**src/rtl/reg_file_ctrl_pkg.sv**
```systemverilog
`default_nettype none
// ============================================================================
// Module   : reg_file_ctrl_pkg
// Purpose  : Shared types and constants for the register-file instruction
//            sequencer: FSM states, decode classes, register-file indices,
//            ALU operation codes and the 8085 register-code mapping.
// Revision : 1.0  initial release
// ============================================================================
package reg_file_ctrl_pkg;

  // Sequencer states.
  typedef enum logic [2:0] {
    ST_FETCH  = 3'd0,
    ST_DECODE = 3'd1,
    ST_OPND   = 3'd2,
    ST_EXEC   = 3'd3,
    ST_HALT   = 3'd4
  } state_t;

  // Instruction classes produced by the decoder.
  typedef enum logic [2:0] {
    CLS_NOP     = 3'd0,
    CLS_HLT     = 3'd1,
    CLS_MOVE    = 3'd2,  // MOV and MVI: write one file register
    CLS_ALU     = 3'd3,  // register, M and immediate ALU forms
    CLS_ILLEGAL = 3'd4
  } instr_class_t;

  // Register-file indices (op1_select / op2_select / reg_we bit positions).
  localparam logic [2:0] c_IDX_A   = 3'd0;
  localparam logic [2:0] c_IDX_B   = 3'd1;
  localparam logic [2:0] c_IDX_C   = 3'd2;
  localparam logic [2:0] c_IDX_D   = 3'd3;
  localparam logic [2:0] c_IDX_E   = 3'd4;
  localparam logic [2:0] c_IDX_H   = 3'd5;
  localparam logic [2:0] c_IDX_L   = 3'd6;
  localparam logic [2:0] c_IDX_MEM = 3'd7;

  // ALU operations, taken straight from opcode bits [5:3].
  localparam logic [2:0] c_ALU_ADD = 3'd0;
  localparam logic [2:0] c_ALU_ADC = 3'd1;
  localparam logic [2:0] c_ALU_SUB = 3'd2;
  localparam logic [2:0] c_ALU_SBB = 3'd3;
  localparam logic [2:0] c_ALU_ANA = 3'd4;
  localparam logic [2:0] c_ALU_XRA = 3'd5;
  localparam logic [2:0] c_ALU_ORA = 3'd6;
  localparam logic [2:0] c_ALU_CMP = 3'd7;

  // Special opcodes and 8085 register codes.
  localparam logic [7:0] c_OP_NOP = 8'h00;
  localparam logic [7:0] c_OP_HLT = 8'h76;
  localparam logic [2:0] c_CODE_M = 3'b110;
  localparam logic [2:0] c_CODE_A = 3'b111;

  // 8085 register code -> file index: A(111)->0, B..L(000..101)->1..6,
  // M(110)->7 (the mem_data operand path).
  function automatic logic [2:0] code_to_idx(input logic [2:0] code);
    if (code == c_CODE_A) begin
      return c_IDX_A;
    end else if (code == c_CODE_M) begin
      return c_IDX_MEM;
    end else begin
      return code + 3'd1;
    end
  endfunction

endpackage
`default_nettype wire

```
**src/rtl/reg_file_ctrl_decode.sv**
```systemverilog
`default_nettype none
// ============================================================================
// Module   : reg_file_ctrl_decode
// Purpose  : Combinational classifier for the latched instruction byte.
// Ports    : i_ir          - instruction register
//            o_class       - instruction class
//            o_dst_idx     - destination file index (MOV/MVI)
//            o_src_idx     - source file index (7 = mem_data)
//            o_needs_opnd  - instruction fetches a second byte
//            o_use_hl      - that byte is addressed by H:L (M operand)
//            o_illegal     - opcode outside the supported subset
// Revision : 1.0  initial release
// ============================================================================
module reg_file_ctrl_decode
  import reg_file_ctrl_pkg::*;
(
  input  logic [7:0]   i_ir,
  output instr_class_t o_class,
  output logic [2:0]   o_dst_idx,
  output logic [2:0]   o_src_idx,
  output logic         o_needs_opnd,
  output logic         o_use_hl,
  output logic         o_illegal
);

  logic [2:0] w_dst_code;
  logic [2:0] w_src_code;

  assign w_dst_code = i_ir[5:3];
  assign w_src_code = i_ir[2:0];

  always_comb begin
    o_class      = CLS_ILLEGAL;
    // MVI and immediate ALU forms carry 110 in the source field, so the
    // mapping already points them at the mem_data path.
    o_dst_idx    = code_to_idx(w_dst_code);
    o_src_idx    = code_to_idx(w_src_code);
    o_needs_opnd = 1'b0;
    o_use_hl     = 1'b0;

    if (i_ir == c_OP_NOP) begin
      o_class = CLS_NOP;
    end else if (i_ir == c_OP_HLT) begin
      o_class = CLS_HLT;
    end else begin
      case (i_ir[7:6])
        2'b01: begin
          // MOV d,s; a memory destination is not supported.
          if (w_dst_code != c_CODE_M) begin
            o_class = CLS_MOVE;
            if (w_src_code == c_CODE_M) begin
              o_needs_opnd = 1'b1;
              o_use_hl     = 1'b1;
            end
          end
        end
        2'b00: begin
          // Only MVI r (00ddd110) is decoded in this quadrant.
          if (w_src_code == c_CODE_M && w_dst_code != c_CODE_M) begin
            o_class      = CLS_MOVE;
            o_needs_opnd = 1'b1;
          end
        end
        2'b10: begin
          o_class = CLS_ALU;
          if (w_src_code == c_CODE_M) begin
            o_needs_opnd = 1'b1;
            o_use_hl     = 1'b1;
          end
        end
        default: begin
          // Only the immediate ALU forms (11ooo110) are decoded here.
          if (w_src_code == c_CODE_M) begin
            o_class      = CLS_ALU;
            o_needs_opnd = 1'b1;
          end
        end
      endcase
    end

    o_illegal = (o_class == CLS_ILLEGAL);
  end

endmodule
`default_nettype wire

```
**src/rtl/reg_file_ctrl.sv**
```systemverilog
`default_nettype none
// ============================================================================
// Module   : reg_file_ctrl
// Purpose  : Instruction sequencer for the 8-bit register file. Fetches 8085
//            opcode/immediate bytes over a byte handshake, decodes MOV, MVI,
//            the eight ALU ops (register, M, immediate), NOP and HLT, and
//            drives the register-file selects/write enables and ALU controls.
// Ports    : clk, rst                    - clock, synchronous active-high reset
//            mem_data, mem_valid         - returned memory byte
//            mem_rd, mem_hl, pc_inc      - byte request, address source, PC step
//            resume                      - leave HALT
//            op1_select, op2_select      - register-file operand selects
//            reg_we, store_alu_a_reg     - register / accumulator write strobes
//            alu_op, flag_we             - ALU operation and flag update
//            halted, illegal_op, instr_done - status
// Revision : 1.0  initial release
// ============================================================================
module reg_file_ctrl
  import reg_file_ctrl_pkg::*;
#(
  parameter bit RESET_HALTED = 1'b0
) (
  input  logic       clk,
  input  logic       rst,
  input  logic [7:0] mem_data,
  input  logic       mem_valid,
  output logic       mem_rd,
  output logic       mem_hl,
  output logic       pc_inc,
  input  logic       resume,
  output logic [2:0] op1_select,
  output logic [2:0] op2_select,
  output logic [6:0] reg_we,
  output logic       store_alu_a_reg,
  output logic [2:0] alu_op,
  output logic       flag_we,
  output logic       halted,
  output logic       illegal_op,
  output logic       instr_done
);

  state_t       r_state;
  logic [7:0]   r_ir;

  instr_class_t w_class;
  logic [2:0]   w_dst_idx;
  logic [2:0]   w_src_idx;
  logic         w_needs_opnd;
  logic         w_use_hl;
  logic         w_illegal;
  logic [6:0]   w_dst_onehot;
  logic         w_write;
  logic         w_in_body;

  reg_file_ctrl_decode u_decode (
    .i_ir         (r_ir),
    .o_class      (w_class),
    .o_dst_idx    (w_dst_idx),
    .o_src_idx    (w_src_idx),
    .o_needs_opnd (w_needs_opnd),
    .o_use_hl     (w_use_hl),
    .o_illegal    (w_illegal)
  );

  // One-hot destination enable; decode never yields a MOVE with dst 7.
  for (genvar gi = 0; gi < 7; gi++) begin : g_dst_onehot
    assign w_dst_onehot[gi] = (w_dst_idx == 3'(gi));
  end

  // --------------------------------------------------------------------------
  // Sequencer state and instruction register
  // --------------------------------------------------------------------------
  always_ff @(posedge clk) begin
    if (rst) begin
      r_state <= RESET_HALTED ? ST_HALT : ST_FETCH;
      r_ir    <= 8'h00;
    end else begin
      case (r_state)
        ST_FETCH: begin
          if (mem_valid) begin
            r_ir    <= mem_data;
            r_state <= ST_DECODE;
          end
        end
        ST_DECODE: begin
          case (w_class)
            CLS_HLT:  r_state <= ST_HALT;
            CLS_MOVE,
            CLS_ALU:  r_state <= w_needs_opnd ? ST_OPND : ST_EXEC;
            default:  r_state <= ST_FETCH;  // NOP and illegal opcodes
          endcase
        end
        ST_OPND: begin
          if (mem_valid) begin
            r_state <= ST_FETCH;
          end
        end
        ST_EXEC: r_state <= ST_FETCH;
        ST_HALT: begin
          if (resume) begin
            r_state <= ST_FETCH;
          end
        end
        default: r_state <= ST_FETCH;
      endcase
    end
  end

  // --------------------------------------------------------------------------
  // Output decode
  // The write in OPND must land in the cycle mem_valid arrives (mem_data
  // reaches reg_out1 combinationally), and reset must blank every output
  // immediately, so outputs are decoded from state plus the handshake rather
  // than registered.
  // --------------------------------------------------------------------------
  assign w_in_body = (r_state == ST_OPND) || (r_state == ST_EXEC);
  assign w_write   = (r_state == ST_EXEC) || ((r_state == ST_OPND) && mem_valid);

  always_comb begin
    mem_rd          = 1'b0;
    mem_hl          = 1'b0;
    pc_inc          = 1'b0;
    op1_select      = c_IDX_A;
    op2_select      = c_IDX_A;  // ALU second operand is always A
    reg_we          = 7'b0;
    store_alu_a_reg = 1'b0;
    alu_op          = c_ALU_ADD;
    flag_we         = 1'b0;
    halted          = 1'b0;
    illegal_op      = 1'b0;
    instr_done      = 1'b0;

    if (!rst) begin
      case (r_state)
        ST_FETCH: begin
          mem_rd = 1'b1;
          pc_inc = mem_valid;
        end
        ST_DECODE: begin
          instr_done = (w_class == CLS_NOP) || (w_class == CLS_HLT);
          illegal_op = w_illegal;
        end
        ST_OPND: begin
          mem_rd     = 1'b1;
          mem_hl     = w_use_hl;
          // The PC only advances for immediate bytes, not H:L reads.
          pc_inc     = mem_valid && !w_use_hl;
          op1_select = c_IDX_MEM;
          instr_done = mem_valid;
        end
        ST_EXEC: begin
          op1_select = w_src_idx;
          instr_done = 1'b1;
        end
        ST_HALT: begin
          halted = 1'b1;
        end
        default: ;
      endcase

      if (w_in_body && (w_class == CLS_ALU)) begin
        alu_op = r_ir[5:3];
      end

      if (w_write) begin
        if (w_class == CLS_MOVE) begin
          reg_we = w_dst_onehot;
        end else if (w_class == CLS_ALU) begin
          flag_we         = 1'b1;
          // CMP only updates flags; A keeps its value.
          store_alu_a_reg = (r_ir[5:3] != c_ALU_CMP);
        end
      end
    end
  end

endmodule
`default_nettype wire
```
**config.mk**
```make
export PLATFORM = sky130hd
export DESIGN_NAME = reg_file_ctrl
export DESIGN_NICKNAME = d
export VERILOG_FILES = /design/src/rtl/reg_file_ctrl_pkg.sv /design/src/rtl/reg_file_ctrl_decode.sv /design/src/rtl/reg_file_ctrl.sv
export SDC_FILE = /design/constraint.sdc
export NUM_CORES = 1
export LEC_CHECK = 0
export CAP_MARGIN = 0
export CORE_MARGIN = 2
export CORE_UTILIZATION = 40
export CTS_BUF_LIST = sky130_fd_sc_hd__clkbuf_16
export CTS_CLUSTER_SIZE = 12
export DETAILED_ROUTE_END_ITERATION = 7
export PLACE_DENSITY_LB_ADDON = 0.08
export SYNTH_ARGS = -nofsm -noshare
export SYNTH_HDL_FRONTEND = slang
export SYNTH_SLANG_ARGS = --single-unit
```
**constraint.sdc**
```tcl
create_clock -name clk -period 2 [get_ports clk]
set_input_delay 0.4 -clock clk [delete_from_list [all_inputs] [get_ports clk]]
set_output_delay 0.4 -clock clk [all_outputs]
set_load 0.02 [all_outputs]
```
Word level (Yosys, flattened, before mapping)
Cells that the tools add are included.
Storage, ports and cells
  bits in registers: 11
  word-level logic and storage cells: 99
  output and inout bits: 24
Cells by class
  multiplexer cells: 52
  equality and inequality tests: 26
  add/sub/neg operators: 2
  reduce and logical (&&, ||, !) cells: 17
Operators by type and width (number)
  two-way mux 3 bit: 15
  equality test 3 bit (second input constant): 9
  two-way mux 1 bit: 26
  two-way mux 7 bit: 3
  equality test 3 x 2 -> 1 bit (second input constant): 6
  one-hot mux 3 bit (2 select lines): 2
  one-hot mux 3 bit (4 select lines): 1
  equality test 3 x 1 -> 1 bit (second input constant): 3
  logical NOT 3 bit: 3
  one-hot mux 3 bit (3 select lines): 1
  equality test 8 x 7 -> 1 bit (second input constant): 1
  logical NOT 8 bit: 1
  adder 3 x 1 -> 3 bit (second input constant): 2
  inequality test 2 bit (second input constant): 3
  inequality test 3 bit (second input constant): 2
  one-hot mux 1 bit (2 select lines): 3
  logical AND 1 bit: 4
  OR reduction 2 bit: 2
  logical OR 1 bit: 3
  one-hot mux 1 bit (3 select lines): 1
  AND reduction 3 bit: 1
  equality test 2 x 1 -> 1 bit (second input constant): 1
  equality test 2 bit (second input constant): 1
  logical NOT 2 bit: 1
  2 further kinds: 2

Logic depth before layout (Yosys ltp)
  depth after elaboration: 11
  mapped depth: 8
  gate-level depth less buffers: 7

By module
A second synthesis with hierarchy kept.
Second synthesis, totals
  cell total of the unflattened synthesis: 152
  area total of the unflattened synthesis: 1112.3 um2
By module, submodules not included
  reg_file_ctrl: cells each 102, times used 1, area an instance 754.5 um2, seq. area each 220.2 um2
  reg_file_ctrl_decode: cells each 50, times used 1, area an instance 357.8 um2, seq. area each 0.0 um2

Worst setup path after synthesis
Ideal clock, no wire load.
  kind: register -> output
  start point: reg r_ir[3]
  end point: out reg_we[0]
  data arrival time: 2.114 ns
  buffers on the path: 0
  path slack: -0.514 ns
  stages on the path, launching flop included: 8
  path through: dfxtp_1 inv_1 ha_1 nand2_1 nor2_1 o32ai_4 nand3_2 nor4_1
On the way
  longest elaborated chain between the ends: 10
  elaborated cells between the ends (all ways): 19
RTL lines
  start: declaration: RTL line reg_file_ctrl.sv:43  | logic [7:0] r_ir;
  start signal: assignment: RTL line reg_file_ctrl.sv:81  | r_ir <= mem_data;
  inequality test 3 bit: RTL line reg_file_ctrl_decode.sv:49, reg_file_ctrl_decode.sv:59
  logical AND 1 bit: RTL line reg_file_ctrl_decode.sv:59  | if (w_src_code == c_CODE_M && w_dst_code != c_CODE_M) begin
  two-way mux 3 bit: RTL line reg_file_ctrl_decode.sv:59
  one-hot mux 3 bit (3 select lines): RTL line reg_file_ctrl_decode.sv:46  | case (i_ir[7:6])
  two-way mux 3 bit: RTL line reg_file_ctrl_decode.sv:43  | end else if (i_ir == c_OP_HLT) begin
  two-way mux 3 bit: RTL line reg_file_ctrl_decode.sv:41  | if (i_ir == c_OP_NOP) begin
  equality test 3 x 2 -> 1 bit: RTL line reg_file_ctrl.sv:166  | if (w_class == CLS_MOVE) begin
  two-way mux 7 bit *: RTL line reg_file_ctrl.sv:166
  two-way mux 7 bit *: RTL line reg_file_ctrl.sv:165  | if (w_write) begin
  two-way mux 7 bit *: RTL line reg_file_ctrl.sv:133  | if (!rst) begin
  end: declaration: RTL line reg_file_ctrl.sv:33  | output logic [6:0] reg_we,
Every way passes the cells marked *; elsewhere a longest branch is shown, timed or not.

Worst setup path in the final report
  start point: reg r_ir[3]
  end point: out reg_we[4]
The elaborated chain is that of the path after synthesis.

==> flow_metrics.py <==
metrics = {
    "clock_network": {
        "clk_latency_ns": 0.24,
        "htree_levels": 1,
        "cts_buffer_depth": 2,
        "root_buffer": "clkbuf_16",
        "clk_pin_slew_ns": 0.04,
        "cts_tree": "done",
        "cts_buffers": 3,
        "clock-sinks": 11,
    },
    "logic_synthesis": {
        "synth_edf_count": 0,
        "avgSynthCellArea_um2": 7.27,
        "ys_warn_count": 0,
        "ys_ff_latch": 11,
        "synthDistinctLibCells": 40,
        "netlist_instances": 140,
        "ys_async_sr_fraction": 0,
        "ys.flop_type": "dfxtp_1",
        "syn_area_um2": 1020,
        "ys_seq_area_frac": 0.216,
    },
    "setup_path": {
        "required_ns": 1.60,
        "end_kind": "primary output",
        "critPathMaxFanout": 3,
        "worstPathArrival_ns": 2.06,
        "cp-start-kind": "flop",
        "crit_type": "flop to primary output",
    },
    "final_layout": {
        "area_delta_synth_final_pct": 105,
        "regArea_um2": 230,
        "layout.nets": 248,
        "final_cell_area_um2": 2090,
        "multi_input_area_um2": 1010,
        "mostFrequentLayoutCells": "buf_4 (64), nand2_1 (25), a21oi_1 (12)",
        "mostFrequentLayoutCell": "buf_4",
        "n_fill_cell": 139,
        "stdcell_count": 254,
        "diodes": 0,
        "postLayoutCoreUtil": 0.850,
        "drive_gt1_frac": 0.607,
    },
    "power": {
        "p_per_area_nw_per_um2": 477,
        "power_leakage_nw": 0.887,
        "combinationalPowerShare": 0.383,
        "p_int_uw": 681,
        "p_sw_uw": 314,
        "ir_drop_uv": 506,
        "pwr-share-seq": 0.252,
        "switching_share": 0.316,
        "pwr-share-clk": 0.365,
    },
    "routing": {
        "drt_pass1_iterations": 4,
        "drt-wirelength-per-cell_um": 16.8,
        "vias": 1414,
        "drt-total-wl_um": 4260,
        "viasPerCell": 5.57,
        "ant_nets": 0,
        "drc_errors": 0,
        "drtIter0Drc": 50,
    },
    "hold_path": {
        "min_path_type": "flop to flop",
    },
    "global_route": {
        "grt_max_degree": 13,
        "grt_pass1_wl_um": 5650,
        "grt_overflow_total": 0,
        "grt_usage": 0.267,
        "grt_pass1_vias": 1333,
        "antenna_found_initial": 0,
    },
    "timing": {
        "min_period_ns": 2.46,
        "fin_ws_ns": -0.463,
        "drv_slew": 0,
        "fin_crit_sh": 1.23,
        "setup_violations": 16,
        "setup-tns-final_ns": -6.31,
        "rsz0062_at_grt": "yes",
        "max_freq_ghz": 0.406,
        "hold_viol": 0,
        "fin_skew_ns": 0.000972,
    },
    "placement": {
        "place_area_um2": 1810,
        "dp.cells": 241,
        "dp_hpwl_um": 2580,
        "port_buffers": 32,
        "gp_congestion": 0.786,
    },
    "flow_run": {
        "maxCapViolCount": 0,
    },
    "floorplan": {
        "rows": 18,
        "pin_count": 36,
        "die_height_um": 54.5,
        "die_width_um": 54.5,
        "die-area_um2": 2970,
        "coreArea_um2": 2450,
        "start_util": 0.415,
    },
    "status": {
        "violations": "setup timing",
        "status": "finished with violations",
    },
}
[state kept, by name, summed over array words and instances, names as in the netlist]
name	count
r_state	3
r_ir	8
[metrics by stage]
stage / power, mW / hold WS, ns / setup slack [ns]
finish: 0.995 / 0.513 / -0.463
floorplan: 0.423 / 0.453 / -0.136
global placement: 0.561 / 0.473 / -0.709
global route: 1.05 / 0.539 / -0.563
detailed placement: 0.569 / 0.476 / -0.749
CTS: 0.953 / 0.508 / -0.390
[synth_stat cells (2+ instances only)]
master / instances / area share
ha_1: 11 / 0.14
nand3b_1: 2 / 0.015
o21bai_1: 2 / 0.015
dfxtp_1: 11 / 0.22
nor3_1: 7 / 0.034
inv_1: 6 / 0.022
nand3_1: 3 / 0.015
a21oi_1: 15 / 0.074
and2_1: 2 / 0.012
nor4_1: 5 / 0.031
nand4_1: 2 / 0.012
buf_4: 4 / 0.029
clkbuf_1: 3 / 0.011
nand2_1: 28 / 0.10
nor2_1: 14 / 0.052
[cells by family (layout without fill, tap and decap cells)]
kind of cell,Yosys count,in the layout,share of synthesized area
buffers and inverters,14,96,0.0737
adder cells (fa/ha/maj),11,11,0.135
AND/OR/NAND/NOR,72,72,0.346
flip-flops,11,11,0.216
multiplexers,1,1,0.00983
other,1,3,0.00368
AO/OA/AOI/OAI,30,30,0.215
[what timing repair did]
item                                    CTS  global route
pin swaps                                12            12
hold buffers                              0             0
buffers inserted                          4             5
gates resized for setup                 126            20
endpoints found under the setup margin   21            19
[power by group through the flow]
stage	logic, mW	registers, mW	clock network (mW)
floorplan	0.173	0.250	0
global placement	0.310	0.250	0
detailed placement	0.318	0.251	0
CTS	0.338	0.248	0.367
global route	0.411	0.253	0.385
finish	0.381	0.251	0.363
[cell type report]
cell class              instances  area share
well taps                      30      0.0180
inverters                       6      0.0120
clock inverters                 1     0.00180
clock buffers                   3      0.0360
repair buffers                 86       0.338
flip-flops and latches         11       0.110
multi-input cells             117       0.484
[routing by layer]
metal  share of wire  global-route usage  routed length (um)
met1            0.37               0.281                1570
met2            0.52               0.502                2210
met3           0.082              0.0464                 350
met4           0.031               0.133                 131
met5               0                   0                   0
[critical path, stage by stage (launching register included)]
cell and delay (ns):
dfxtp_2 0.32, buf_4 0.13, ha_2 0.19, ha_4 0.28, a21oi_1 0.07, nor3_1 0.23
nand4_1 0.19, buf_4 0.21, nor2_4 0.08, buf_6 0.12
[path summary, 6_finish.rpt]
path | start | endpoint | slack [ns] | cells after the start
hold / removal | r_ir[2]$_SDFFE_PP0P_ | r_ir[2]$_SDFFE_PP0P_ | 0.51 | 2
setup / recovery | r_ir[3]$_SDFFE_PP0P_ | reg_we[4] | -0.46 | 9
setup reg to reg | r_ir[7]$_SDFFE_PP0P_ | r_state[0]$_SDFFE_PP0P_ | 0.16 | 8
hold reg to reg | r_ir[2]$_SDFFE_PP0P_ | r_ir[2]$_SDFFE_PP0P_ | 0.51 | 2
(Power assumes the default switching activity.)
